===== config.mk =====
export PLATFORM = sky130hd
export DESIGN_NAME = contador_bcd_n
export DESIGN_NICKNAME = d
export VERILOG_FILES = /design/src/rtl/contador_bcd_n.sv
export SDC_FILE = /design/constraint.sdc
export NUM_CORES = 1
export LEC_CHECK = 0
export CAP_MARGIN = 20
export CORE_MARGIN = 10
export CORE_UTILIZATION = 25
export CTS_BUF_LIST = sky130_fd_sc_hd__clkbuf_8
export CTS_CLUSTER_DIAMETER = 50
export DETAILED_ROUTE_END_ITERATION = 8
export SKIP_CTS_REPAIR_TIMING = 1
export SYNTH_ARGS = -nofsm -noshare
export SYNTH_HDL_FRONTEND = slang
export SYNTH_SLANG_ARGS = --single-unit

===== constraint.sdc =====
create_clock -name clk -period 2.5 [get_ports clk]
set_clock_uncertainty 0.2 [all_clocks]
set_input_delay 0.25 -clock clk [delete_from_list [all_inputs] [get_ports clk]]
set_output_delay 0.25 -clock clk [all_outputs]
set_load 0.02 [all_outputs]

===== src/rtl/contador_bcd_n.sv =====
// rtl/contador_bcd_n.sv - N-digit BCD up/down counter with multiplexed 7-segment driver
module contador_bcd_n #(
  parameter int DIGITS         = 4,
  parameter int COUNT_DIV      = 1000000,
  parameter int SCAN_DIV       = 1000,
  parameter int SEG_ACTIVE_LOW = 1,
  parameter int AN_ACTIVE_LOW  = 1,
  parameter int BLANK_LZ       = 0
) (
  input  logic                  clk,
  input  logic                  rst,
  input  logic                  en,
  input  logic                  up_dn,
  input  logic                  clear,
  input  logic                  load,
  input  logic [4*DIGITS-1:0]   load_val,
  output logic [4*DIGITS-1:0]   count_out,
  output logic                  wrap,
  output logic [6:0]            seg,
  output logic [DIGITS-1:0]     an
);

  localparam int PW = (COUNT_DIV > 1) ? $clog2(COUNT_DIV) : 1;
  localparam int SW = (SCAN_DIV > 1) ? $clog2(SCAN_DIV) : 1;
  localparam int IW = (DIGITS > 1) ? $clog2(DIGITS) : 1;

  localparam logic [PW-1:0]     PRE_LAST  = PW'(COUNT_DIV - 1);
  localparam logic [SW-1:0]     SCAN_LAST = SW'(SCAN_DIV - 1);
  localparam logic [IW-1:0]     IDX_LAST  = IW'(DIGITS - 1);
  localparam logic [6:0]        SEG_ZERO  = 7'b0111111;
  localparam logic [6:0]        SEG_RST   = (SEG_ACTIVE_LOW != 0) ? ~SEG_ZERO : SEG_ZERO;
  localparam logic [DIGITS-1:0] AN_ONE    = DIGITS'(1);
  localparam logic [DIGITS-1:0] AN_RST    = (AN_ACTIVE_LOW != 0) ? ~AN_ONE : AN_ONE;

  logic [PW-1:0]         pre_q, pre_d;
  logic [4*DIGITS-1:0]   count_q, count_d;
  logic                  wrap_q, wrap_d;
  logic [SW-1:0]         scan_q, scan_d;
  logic [IW-1:0]         idx_q, idx_d;
  logic [6:0]            seg_q, seg_d;
  logic [DIGITS-1:0]     an_q, an_d;

  logic                  tick;
  logic [4*DIGITS-1:0]   load_clamped;
  logic [4*DIGITS-1:0]   count_step;
  logic                  step_carry;
  logic [3:0]            sel_digit;
  logic                  upper_zero;
  logic                  blank;
  logic [6:0]            seg_pat;
  logic [DIGITS-1:0]     an_onehot;

  // Clamp each loaded nibble into the BCD range so count_q never holds a non-decimal digit
  always_comb begin
    load_clamped = '0;
    for (int i = 0; i < DIGITS; i++) begin
      load_clamped[4*i +: 4] = (load_val[4*i +: 4] > 4'd9) ? 4'd9 : load_val[4*i +: 4];
    end
  end

  // Ripple carry/borrow across digits; a carry out of the top digit is the wrap event
  always_comb begin
    count_step = count_q;
    step_carry = 1'b1;
    for (int i = 0; i < DIGITS; i++) begin
      if (step_carry) begin
        if (up_dn) begin
          if (count_q[4*i +: 4] == 4'd9) begin
            count_step[4*i +: 4] = 4'd0;
          end else begin
            count_step[4*i +: 4] = count_q[4*i +: 4] + 4'd1;
            step_carry           = 1'b0;
          end
        end else begin
          if (count_q[4*i +: 4] == 4'd0) begin
            count_step[4*i +: 4] = 4'd9;
          end else begin
            count_step[4*i +: 4] = count_q[4*i +: 4] - 4'd1;
            step_carry           = 1'b0;
          end
        end
      end
    end
  end

  // Prescaler and counter next state: clear beats load beats a counting tick
  always_comb begin
    tick    = (pre_q == PRE_LAST);
    pre_d   = tick ? '0 : pre_q + PW'(1);
    count_d = count_q;
    wrap_d  = 1'b0;
    if (clear) begin
      count_d = '0;
      pre_d   = '0;
    end else if (load) begin
      count_d = load_clamped;
      pre_d   = '0;
    end else if (tick && en) begin
      count_d = count_step;
      wrap_d  = step_carry;
    end
  end

  // Scan timing runs freely, untouched by count controls
  always_comb begin
    scan_d = (scan_q == SCAN_LAST) ? '0 : scan_q + SW'(1);
    idx_d  = idx_q;
    if (scan_q == SCAN_LAST) begin
      idx_d = (idx_q == IDX_LAST) ? '0 : idx_q + IW'(1);
    end
  end

  // Select, blank and decode the current digit; anode and segments are registered together
  always_comb begin
    sel_digit  = 4'd0;
    upper_zero = 1'b1;
    an_onehot  = '0;
    for (int i = 0; i < DIGITS; i++) begin
      if (i == int'(idx_q)) begin
        sel_digit    = count_q[4*i +: 4];
        an_onehot[i] = 1'b1;
      end
      if (i >= int'(idx_q) && count_q[4*i +: 4] != 4'd0) begin
        upper_zero = 1'b0;
      end
    end
    blank = (BLANK_LZ != 0) && (idx_q != '0) && upper_zero;
    case (sel_digit)
      4'd0:    seg_pat = 7'b0111111;
      4'd1:    seg_pat = 7'b0000110;
      4'd2:    seg_pat = 7'b1011011;
      4'd3:    seg_pat = 7'b1001111;
      4'd4:    seg_pat = 7'b1100110;
      4'd5:    seg_pat = 7'b1101101;
      4'd6:    seg_pat = 7'b1111101;
      4'd7:    seg_pat = 7'b0000111;
      4'd8:    seg_pat = 7'b1111111;
      4'd9:    seg_pat = 7'b1101111;
      default: seg_pat = 7'b0000000;
    endcase
    if (blank) begin
      seg_pat = 7'b0000000;
    end
    seg_d = (SEG_ACTIVE_LOW != 0) ? ~seg_pat : seg_pat;
    an_d  = (AN_ACTIVE_LOW != 0) ? ~an_onehot : an_onehot;
  end

  // All state registers with asynchronous reset
  always_ff @(posedge clk or posedge rst) begin
    if (rst) begin
      pre_q   <= '0;
      count_q <= '0;
      wrap_q  <= 1'b0;
      scan_q  <= '0;
      idx_q   <= '0;
      seg_q   <= SEG_RST;
      an_q    <= AN_RST;
    end else begin
      pre_q   <= pre_d;
      count_q <= count_d;
      wrap_q  <= wrap_d;
      scan_q  <= scan_d;
      idx_q   <= idx_d;
      seg_q   <= seg_d;
      an_q    <= an_d;
    end
  end

  assign count_out = count_q;
  assign wrap      = wrap_q;
  assign seg       = seg_q;
  assign an        = an_q;

endmodule


=== After elaboration in Yosys (flattened, before gate mapping) ===
Memory sizes are Yosys's and may differ from the RTL's.
Cells that the tools add are included.

* Add/subtract/negate cells: 11
* $lt $le $gt $ge: 4
* Equal/unequal tests: 10
* Mux-type cells: 53
* Bitwise logic cells: 2
* Reductions and logical operators: 13

{| class="wikitable"
|+ Operators with widths
! kind !! number
|-
| $mux W4 || 23
|-
| $mux W20 || 3
|-
| $mux W16 || 3
|-
| $mux W1 || 22
|-
| $add A20 B1 Y20 const B || 1
|-
| $eq A20 B20 Y1 const B || 1
|-
| $add A4 B1 Y4 const B || 4
|-
| $eq A4 B4 Y1 const B || 4
|-
| $gt A4 B4 Y1 const B || 4
|-
| $logic_not A4 Y1 || 4
|-
| $sub A4 B1 Y4 const B || 4
|-
| $reduce_bool A3 Y1 || 4
|-
| $add A10 B1 Y10 const B || 1
|-
| $eq A10 B10 Y1 const B || 1
|-
| $mux W10 || 1
|-
| $not A7 Y7 || 1
|-
| $reduce_and A2 Y1 || 3
|-
| $eq A2 B2 Y1 const A || 2
|-
| $not A4 Y4 || 1
|-
| $add A2 B1 Y2 const B || 1
|-
| $eq A1 B2 Y1 const A || 1
|-
| $eq A2 B2 Y1 const B || 1
|-
| $logic_not A2 Y1 || 1
|-
| $mux W2 || 1
|-
| $logic_and A1 B1 Y1 || 1
|}

* Bits in registers: 60
* ROM bits: 112
* Bits of input ports: 22
* Output and inout port bits: 28
* Word-level logic and storage cells: 104
* Memories: 1

{| class="wikitable"
|+ Memory list
! memory !! depth !! bits a word !! rd ports !! clocked after memory_dff !! wr ports !! RTL line !! source
|-
| (name not given) || 16 || 7 || 1 || 0 || 0 || 128 || <nowiki>case (sel_digit)</nowiki>
|}

=== Longest topological paths before layout ===
Gate-level depths: netlist of run 1.

* Word-level depth: 9
* Gate-level depth with buffers: 10
* Mapped depth without buffers: 9

=== Worst setup path after synthesis of run 1 ===
Ideal clock, no wire load.

* Kind: reg-to-reg
* Start point: register idx_q[1]
* End point: register seg_q[5], in the netlist seg[5]
* Library setup time: 0.079 ns
* Arrival: 1.918 ns
* Required time: 2.221 ns
* Setup slack: 0.303 ns
* Cell stages (with the launch flop): 11
* Buffers on the path: 1
* Clock period less this slack: 2.197 ns
* Cells stage by stage: dfrtp_1 -> inv_1 -> ha_1 -> clkbuf_1 -> a21oi_1 -> o31ai_1 -> a22o_1 -> inv_1 -> ha_1 -> mux2_2 -> a2bb2oi_1

* Word-level cells in the longest chain between the ends: 7
* Elaborated cells on any way between the ends: 10
* Those cells by class: 3 x eq/ne; 4 x mux; 1 x bitwise; 1 x reduce/logical; 1 x memory

{| class="wikitable"
|+ Ends and longest elaborated chain
! what !! RTL line !! source
|-
| start, declared || 39 || <nowiki>logic [IW-1:0] idx_q, idx_d;</nowiki>
|-
| start signal, assigned || 163 || <nowiki>idx_q <= idx_d;</nowiki>
|-
| $logic_not A2 Y1 || 119 || <nowiki>if (i == int'(idx_q)) begin</nowiki>
|-
| $mux W4 (3 in a row) || 119 ||
|-
| $mux W4 * || 119 ||
|-
| $mem_v2 Z16 W7 * || n/a ||
|-
| $not A7 Y7 * || 144 || <nowiki>seg_d = (SEG_ACTIVE_LOW != 0) ? ~seg_pat : seg_pat;</nowiki>
|-
| net seg_d[5] || 40 || <nowiki>logic [6:0] seg_q, seg_d;</nowiki>
|-
| end signal, assigned || 164 || <nowiki>seg_q <= seg_d;</nowiki>
|-
| end, declared || 40 ||
|}

The timed path passes the listed nets; every way through them passes the cells marked *.
A chain may end at the register's enable or synchronous reset.

=== Final worst setup path of run 1 ===
* Start point: register count_q[4], in the netlist count_out[4]
* End point: register count_q[10], in the netlist count_out[10]

* Word-level cells in the longest chain between the ends: 6
* Elaborated cells on any way between the ends: 8
* Those cells by class: 1 x eq/ne; 4 x mux; 3 x reduce/logical

{| class="wikitable"
|+ Ends and longest elaborated chain
! what !! RTL line !! source
|-
| start, declared || 36 || <nowiki>logic [4*DIGITS-1:0] count_q, count_d;</nowiki>
|-
| start signal, assigned || 160 || <nowiki>count_q <= count_d;</nowiki>
|-
| $eq A4 B4 Y1 or $logic_not A4 Y1 (tied branches) || 68, 75 ||
|-
| $mux W1, on equally long branches || 68, 75 ||
|-
| $mux W1 * || 67 || <nowiki>if (up_dn) begin</nowiki>
|-
| $mux W1 * || 66 || <nowiki>if (step_carry) begin</nowiki>
|-
| $reduce_bool A3 Y1 (no line) * || n/a ||
|-
| $reduce_and A2 Y1 (no line) * || n/a ||
|}

Every way passes the cells marked *; elsewhere a longest branch is shown, timed or not.

==> results of run 1 <==
cell families (layout without fill, tap and decap cells):
family	Yosys count	after routing
other cells	0	1
buf+inv	52	115
compound gates	103	103
fa+ha+maj	23	23
mux	12	12
flops	60	60
xor+xnor	28	28
simple gates	163	163
per-layer routing:
| layer | track usage | up-vias |
|---|---|---|
| met3 | 0.0327 | 18 |
| met1 | 0.125 | 1651 |
| met5 | 0 | - |
| li1 | - | 1702 |
| met2 | 0.160 | 86 |
| met4 | 0.0411 | 4 |
flip-flops by register name, indices dropped and copies added (netlist names):
signal,flops
wrap,1
scan_q,10
seg,7
count_out,16
idx_q,2
pre_q,20
an,4
power groups by stage:
stage | combinational, W | sequential, W | clock [W]
global route | 0.000657 | 0.00107 | 0.000889
CTS | 0.000601 | 0.00106 | 0.000845
global placement | 0.000585 | 0.00108 | 0
floorplan | 0.000305 | 0.00112 | 0
detailed placement | 0.000597 | 0.00108 | 0
finish | 0.000598 | 0.00107 | 0.000813
worst max-delay path: stages, from the launching register on:
cell and delay [ps]:
dfrtp_1 490, inv_1 150, ha_1 270, nor4b_4 290
nor2_1 160, nor4_4 320, mux2i_1 230, o21ai_1 70
area by class of cell:
class	count	area [um2]	share of cell area
Multi-Input combinational cell	329	2390	0.468
Clock inverter	4	16.3	0.00318
Tap cell	216	270	0.0528
Sequential cell	60	1510	0.294
Timing Repair Buffer	65	636	0.124
Clock buffer	12	165	0.0323
Antenna cell	1	2.50	0.000489
Inverter	34	128	0.0249
through the flow:
step / setup slack [ps] / hold WS (ps)
5_1_grt: 26.5 / 102
2_1_floorplan: 303 / 173
4_1_cts: 98.3 / 52.5
6_report: 210 / 52.3
3_5_place_dp: 98.1 / 254
3_3_place_gp: 184 / 243
worst min-delay path by stage:
stage                     to  depth (start not counted)  slack (ps)    startpoint
5_1_grt            scan_q[0]                          2         100           rst
3_3_place_gp       scan_q[0]                          1         240     scan_q[0]
2_1_floorplan  count_out[11]                          2         170  load_val[11]
4_1_cts            scan_q[0]                          2          50           rst
3_5_place_dp       scan_q[0]                          1         250     scan_q[0]
6_report           scan_q[0]                          2          50           rst
cells in the final DEF, fill, tap and decap left out, types with 5 or more instances in the layout:
| master | synthesis | routed |
|---|---|---|
| a31oi_1 | 7 | 7 |
| nor2_1 | 45 | 45 |
| o31ai_1 | 9 | 9 |
| nand4_1 | 6 | 6 |
| inv_1 | 34 | 36 |
| a2bb2oi_1 | 7 | 7 |
| a21oi_1 | 21 | 21 |
| clkdlybuf4s50_1 | 0 | 49 |
| mux2i_1 | 6 | 6 |
| a311oi_1 | 5 | 5 |
| nand3_1 | 18 | 18 |
| nand2b_1 | 7 | 7 |
| nor3_1 | 8 | 8 |
| dfrtp_1 | 56 | 56 |
| xnor2_1 | 10 | 10 |
| xor2_1 | 18 | 18 |
| nor2b_1 | 9 | 9 |
| clkbuf_8 | 0 | 12 |
| buf_4 | 1 | 14 |
| nand2_1 | 31 | 31 |
| o21ai_0 | 15 | 15 |
| ha_1 | 23 | 21 |
==> summary.md, run 1 <==
| Metric | Value |
|---|---|
| Synth Area in Adders | `0.0703` |
| Layout area overhead | `25.0%` |
| CP required | `2540 ps` |
| # port buffers | `49` |
| Final Hold Fails | `0` |
| CP Max Fanout | `8` |
| Final WL | `10,800 um` |
| Distinct cell type count after synthesis | `71` |
| Drt wl/cell | `15.0 um` |
| Via density | `4.80` |
| Synth area leader | `dfrtp_1` |
| Final setup TNS | `0 ps` |
| Unrepaired setup endpoints after global routing | `no` |
| Final Cycle Share | `0.916` |
| Synth Register Bits | `60` |
| Row count | `46` |
| Initial antenna violation count | `3` |
| RR Startpoint | `count_out[4]` |
| Synth top area share | `0.342` |
| Leak pwr | `2.10 nW` |
| P_sw | `0.000755 W` |
| Ys flop type | `dfrtp_1` |
| Mux cell area share after synthesis | `0.0367` |
| CTS sink count | `60` |
| Routed vias | `3,461` |
| Final core occ | `0.321` |
| Switching Share | `0.305` |
| Synth Cell Area | `4090 um2` |
| Top-Level Pins | `50` |
| Slew margin rel. | `0.653` |
| Minimum clock period | `2290 ps` |
| Clock group share of total power | `0.328` |
| Max-cap violations | `0` |
| R2R Setup Slk | `210 ps` |
| Dpl cell area | `4920 um2` |
| Final setup vio count | `0` |
| Complex-gate fraction of the synthesized area | `0.179` |
| Combinational power share | `0.242` |
| Die width | `148 um` |
| Layout cells sized above 1 | `0.137` |
| Synth Area in XOR/XNOR | `0.0599` |
| Die area | `21,900 um2` |
| Min-Delay Path Class | `primary input to async pin` |
| Initial DRC Count | `164` |
| R2R cell count | `7` |
| GR Util All Layers | `0.101` |
| Post-synthesis instance total | `441` |
| Crit end category | `register` |
| Most frequent cell after synthesis | `dfrtp_1` |
| CTS tree | `yes` |
| Vias in the first global route | `3,500` |
| Number of synthesized flops with an enable pin | `0` |
| DRT Pass-1 Iters | `4` |
| Async SR Flop Fraction | `1.00` |
| Final Instance Area | `5120 um2` |
| Setup crit end | `count_out[10]` |
| Flop pwr share | `0.430` |
| Clk slew on worst S/H paths | `70 ps` |
| # nets final | `544` |
| RR Endpoint | `count_out[10]` |
| CP Class | `register to register` |
| Longest Clk Path Bufs | `2` |
| Register area share after synthesis | `0.368` |
| Top cells by count, synth | `56 x dfrtp_1, 45 x nor2_1, 34 x inv_1, 31 x nand2_1, 23 x ha_1` |
| Global-route wire length before repair | `18,100 um` |
| Total grt overflow | `0` |
| Die H | `148 um` |
| Met2 Wirelength | `4960 um` |
| Hpwl dp | `8270 um` |
| # fillers | `1,644` |
| Power Density | `484 nW/um2` |
| Final Slew Violations | `0` |
| Syn_nets | `486` |
| Cell Count, Final, Fillers Out | `721` |
| Max layer used | `met5` |
| DRC viols | `0` |
| Peak supply drop | `0.250 mV` |
| Largest family of logic cells by synthesized area | `simple AND/OR/NAND/NOR gates` |
| Status | `complete, no violations` |
| Cell-internal power | `0.00172 W` |
| Clk Tree Root Cell | `clkbuf_8` |
| Power Total | `0.00248 W` |
| Post-route ant nets | `0` |
| Setup crit start | `count_out[4]` |
| Synth Area in Simple Gates | `0.235` |
| CP arrival | `2330 ps` |
| Placed cell count | `704` |
| Htree depth | `3` |
| Largest net degree at the start of global routing | `41` |
| CTS Buf Count | `9` |
| GP Congestion | `0.861` |
| Avg Cell Area, Syn | `9.28 um2` |
| Max frequency | `437 MHz` |
| Worst Tran Pin Value | `516 ps` |
| Top cells by area, synth | `dfrtp_1 34%, ha_1 7.0%, nor2_1 4.1%, xor2_1 3.9%, inv_1 3.1%` |
| Worst-skew pair later-pin latency | `350 ps` |
| Met3 wire len | `713 um` |
| Core box area | `15,900 um2` |
| Worst Setup Start Kind | `register` |
| Synthesis Warnings | `0` |
| Starting density of the core | `0.257` |
| Met1 Wirelength | `4900 um` |
Note: power is estimated with default switching activity, not from simulation.
==> run 2: changes to the inputs <==
==> constraint.sdc (replaced) <==
create_clock -name clk -period 2.3 [get_ports clk]
set_clock_uncertainty 0.2 [all_clocks]
set_input_delay 0.23 -clock clk [delete_from_list [all_inputs] [get_ports clk]]
set_output_delay 0.23 -clock clk [all_outputs]
set_load 0.02 [all_outputs]
==> run 2 against run 1 <==
Non-clock buffer count increased by 21. Highest routed layer unchanged. Via count increased by 3.3%. Die area unchanged. Sequential share of layout area decreased by 1.1 points. Combinational power increased by 20%.
==> summary.md, run 2 (synthesis results as in run 1) <==
| Metric | Value |
|---|---|
| Leak pwr | `2.22 nW` |
| Max frequency | `466 MHz` |
| Final Cycle Share | `0.933` |
| Clk slew on worst S/H paths | `70 ps` |
| Via density | `4.82` |
| Max reg flops | `20` |
| Final WL | `11,100 um` |
| Layout area overhead | `30.1%` |
| Longest Clk Path Bufs | `2` |
| Vias in the first global route | `3,611` |
| Worst Setup Start Kind | `register` |
| Dpl cell area | `5050 um2` |
| Routed vias | `3,575` |
| Core box area | `15,900 um2` |
| Slew margin rel. | `0.631` |
| Worst Tran Pin Value | `548 ps` |
| CP required | `2380 ps` |
| GR Util All Layers | `0.102` |
| Die width | `148 um` |
| GP Congestion | `0.922` |
| Top-Level Pins | `50` |
| CP arrival | `2230 ps` |
| Commonest non-fill, non-tap cells in the layout | `55 x dfrtp_1, 49 x clkdlybuf4s50_1, 45 x nor2_1` |
| Htree depth | `3` |
| Clk Tree Root Cell | `clkbuf_8` |
| Status | `complete, no violations` |
| Worst-skew pair later-pin latency | `360 ps` |
| Commonest non-fill, non-tap cell in the layout | `dfrtp_1` |
| Crit end category | `register` |
| CTS sink count | `60` |
| Final Instance Area | `5320 um2` |
| Final setup TNS | `0 ps` |
| Layout cells sized above 1 | `0.181` |
| CTS Buf Count | `9` |
| CP Cell Sequence | `inv_1 > ha_1 > inv_1 > o31ai_2 > a22o_1 > inv_2 > ha_1 > mux2_2 > a2bb2oi_1` |
| Global-route wire length before repair | `18,200 um` |
| Hold slack | `251 ps` |
| Pre-CTS WS | `-38.7 ps` |
| Min-Delay Path Class | `primary input to register` |
| Critical Path Slowest Stage Cell | `dfrtp_1` |
| Die area | `21,900 um2` |
| DRC viols | `0` |
| Initial antenna violation count | `3` |
| Initial DRC Count | `179` |
| # port buffers | `49` |
| Final setup margin | `154 ps` |
| Final setup vio count | `0` |
| CP Max Fanout | `6` |
| Largest Register | `pre_q` |
| Largest net degree at the start of global routing | `36` |
| Starting density of the core | `0.257` |
| CTS tree | `yes` |
| Peak supply drop | `0.247 mV` |
| Die H | `148 um` |
| # nets final | `565` |
| Final Hold Fails | `0` |
| Power Density | `539 nW/um2` |
| R2R Setup Slk | `150 ps` |
| Total grt overflow | `0` |
| CP Class | `register to register` |
| Final Slew Violations | `0` |
| CP peak stage delay | `420 ps` |
| DRT Pass-1 Iters | `4` |
| Drt wl/cell | `15.0 um` |
| Minimum clock period | `2150 ps` |
| Max-cap violations | `0` |
| # fillers | `1,627` |
| Post-route ant nets | `0` |
| Hpwl dp | `8470 um` |
| Row count | `46` |
## run 2: cell count changes in the layout (fill, tap and decap cells not counted), sizes merged
cell,delta
clkinv,-1
buf,+20
dlygate4sd3,+1
bufinv,+1
## run 2: worst max-delay path: cells and delay by family (launching register included)
kind,cells,cell delay [ps]
AO/OA/AOI/OAI,3,560
adder cells (fa/ha/maj),2,360
buffers and inverters,3,270
flip-flops,1,420
multiplexers,1,250
## run 2: where the power goes
group	internal (W)	total, W	switching, W
logic	0.000342	0.000718	0.000376
clock network	0.000578	0.00100	0.000426
registers	0.00110	0.00115	0.0000406
## run 2: per-layer routing
metal / wire [um] / global-route usage / vias up
met4: 337 / 0.0525 / 4
met3: 731 / 0.0308 / 26
met1: 4950 / 0.123 / 1708
met2: 5060 / 0.161 / 91
met5: 21 / 0 / -
li1: - / - / 1746
## run 2: final timing paths
check | from | to | cells past startpoint
min | load_val[6] | count_out[6] | 3
max reg2reg | idx_q[0] | seg[4] | 9
min reg2reg | scan_q[0] | scan_q[0] | 1
max in group asynchronous | rst | an[1] | 4
max | idx_q[0] | seg[4] | 9
min in group asynchronous | rst | scan_q[1] | 3
## run 2: per-stage QoR
stage                     utilization  total power, W  cells
final                           0.334         0.00287    742
after global routing            0.334         0.00301    741
after CTS                       0.330         0.00289    740
after detailed placement        0.317         0.00187    724
after global placement          0.317         0.00185    724
after floorplan                     -         0.00155    441
## run 2: final cells by class
class,count,area (um2),share of cell area
antenna,1,2.50,0.000470
clock buffer,12,165,0.0310
clock inverter,4,41.3,0.00776
inverter,34,128,0.0240
multi-input combinational,329,2430,0.456
sequential,60,1510,0.283
tap,216,270,0.0508
timing repair buffer,86,783,0.147
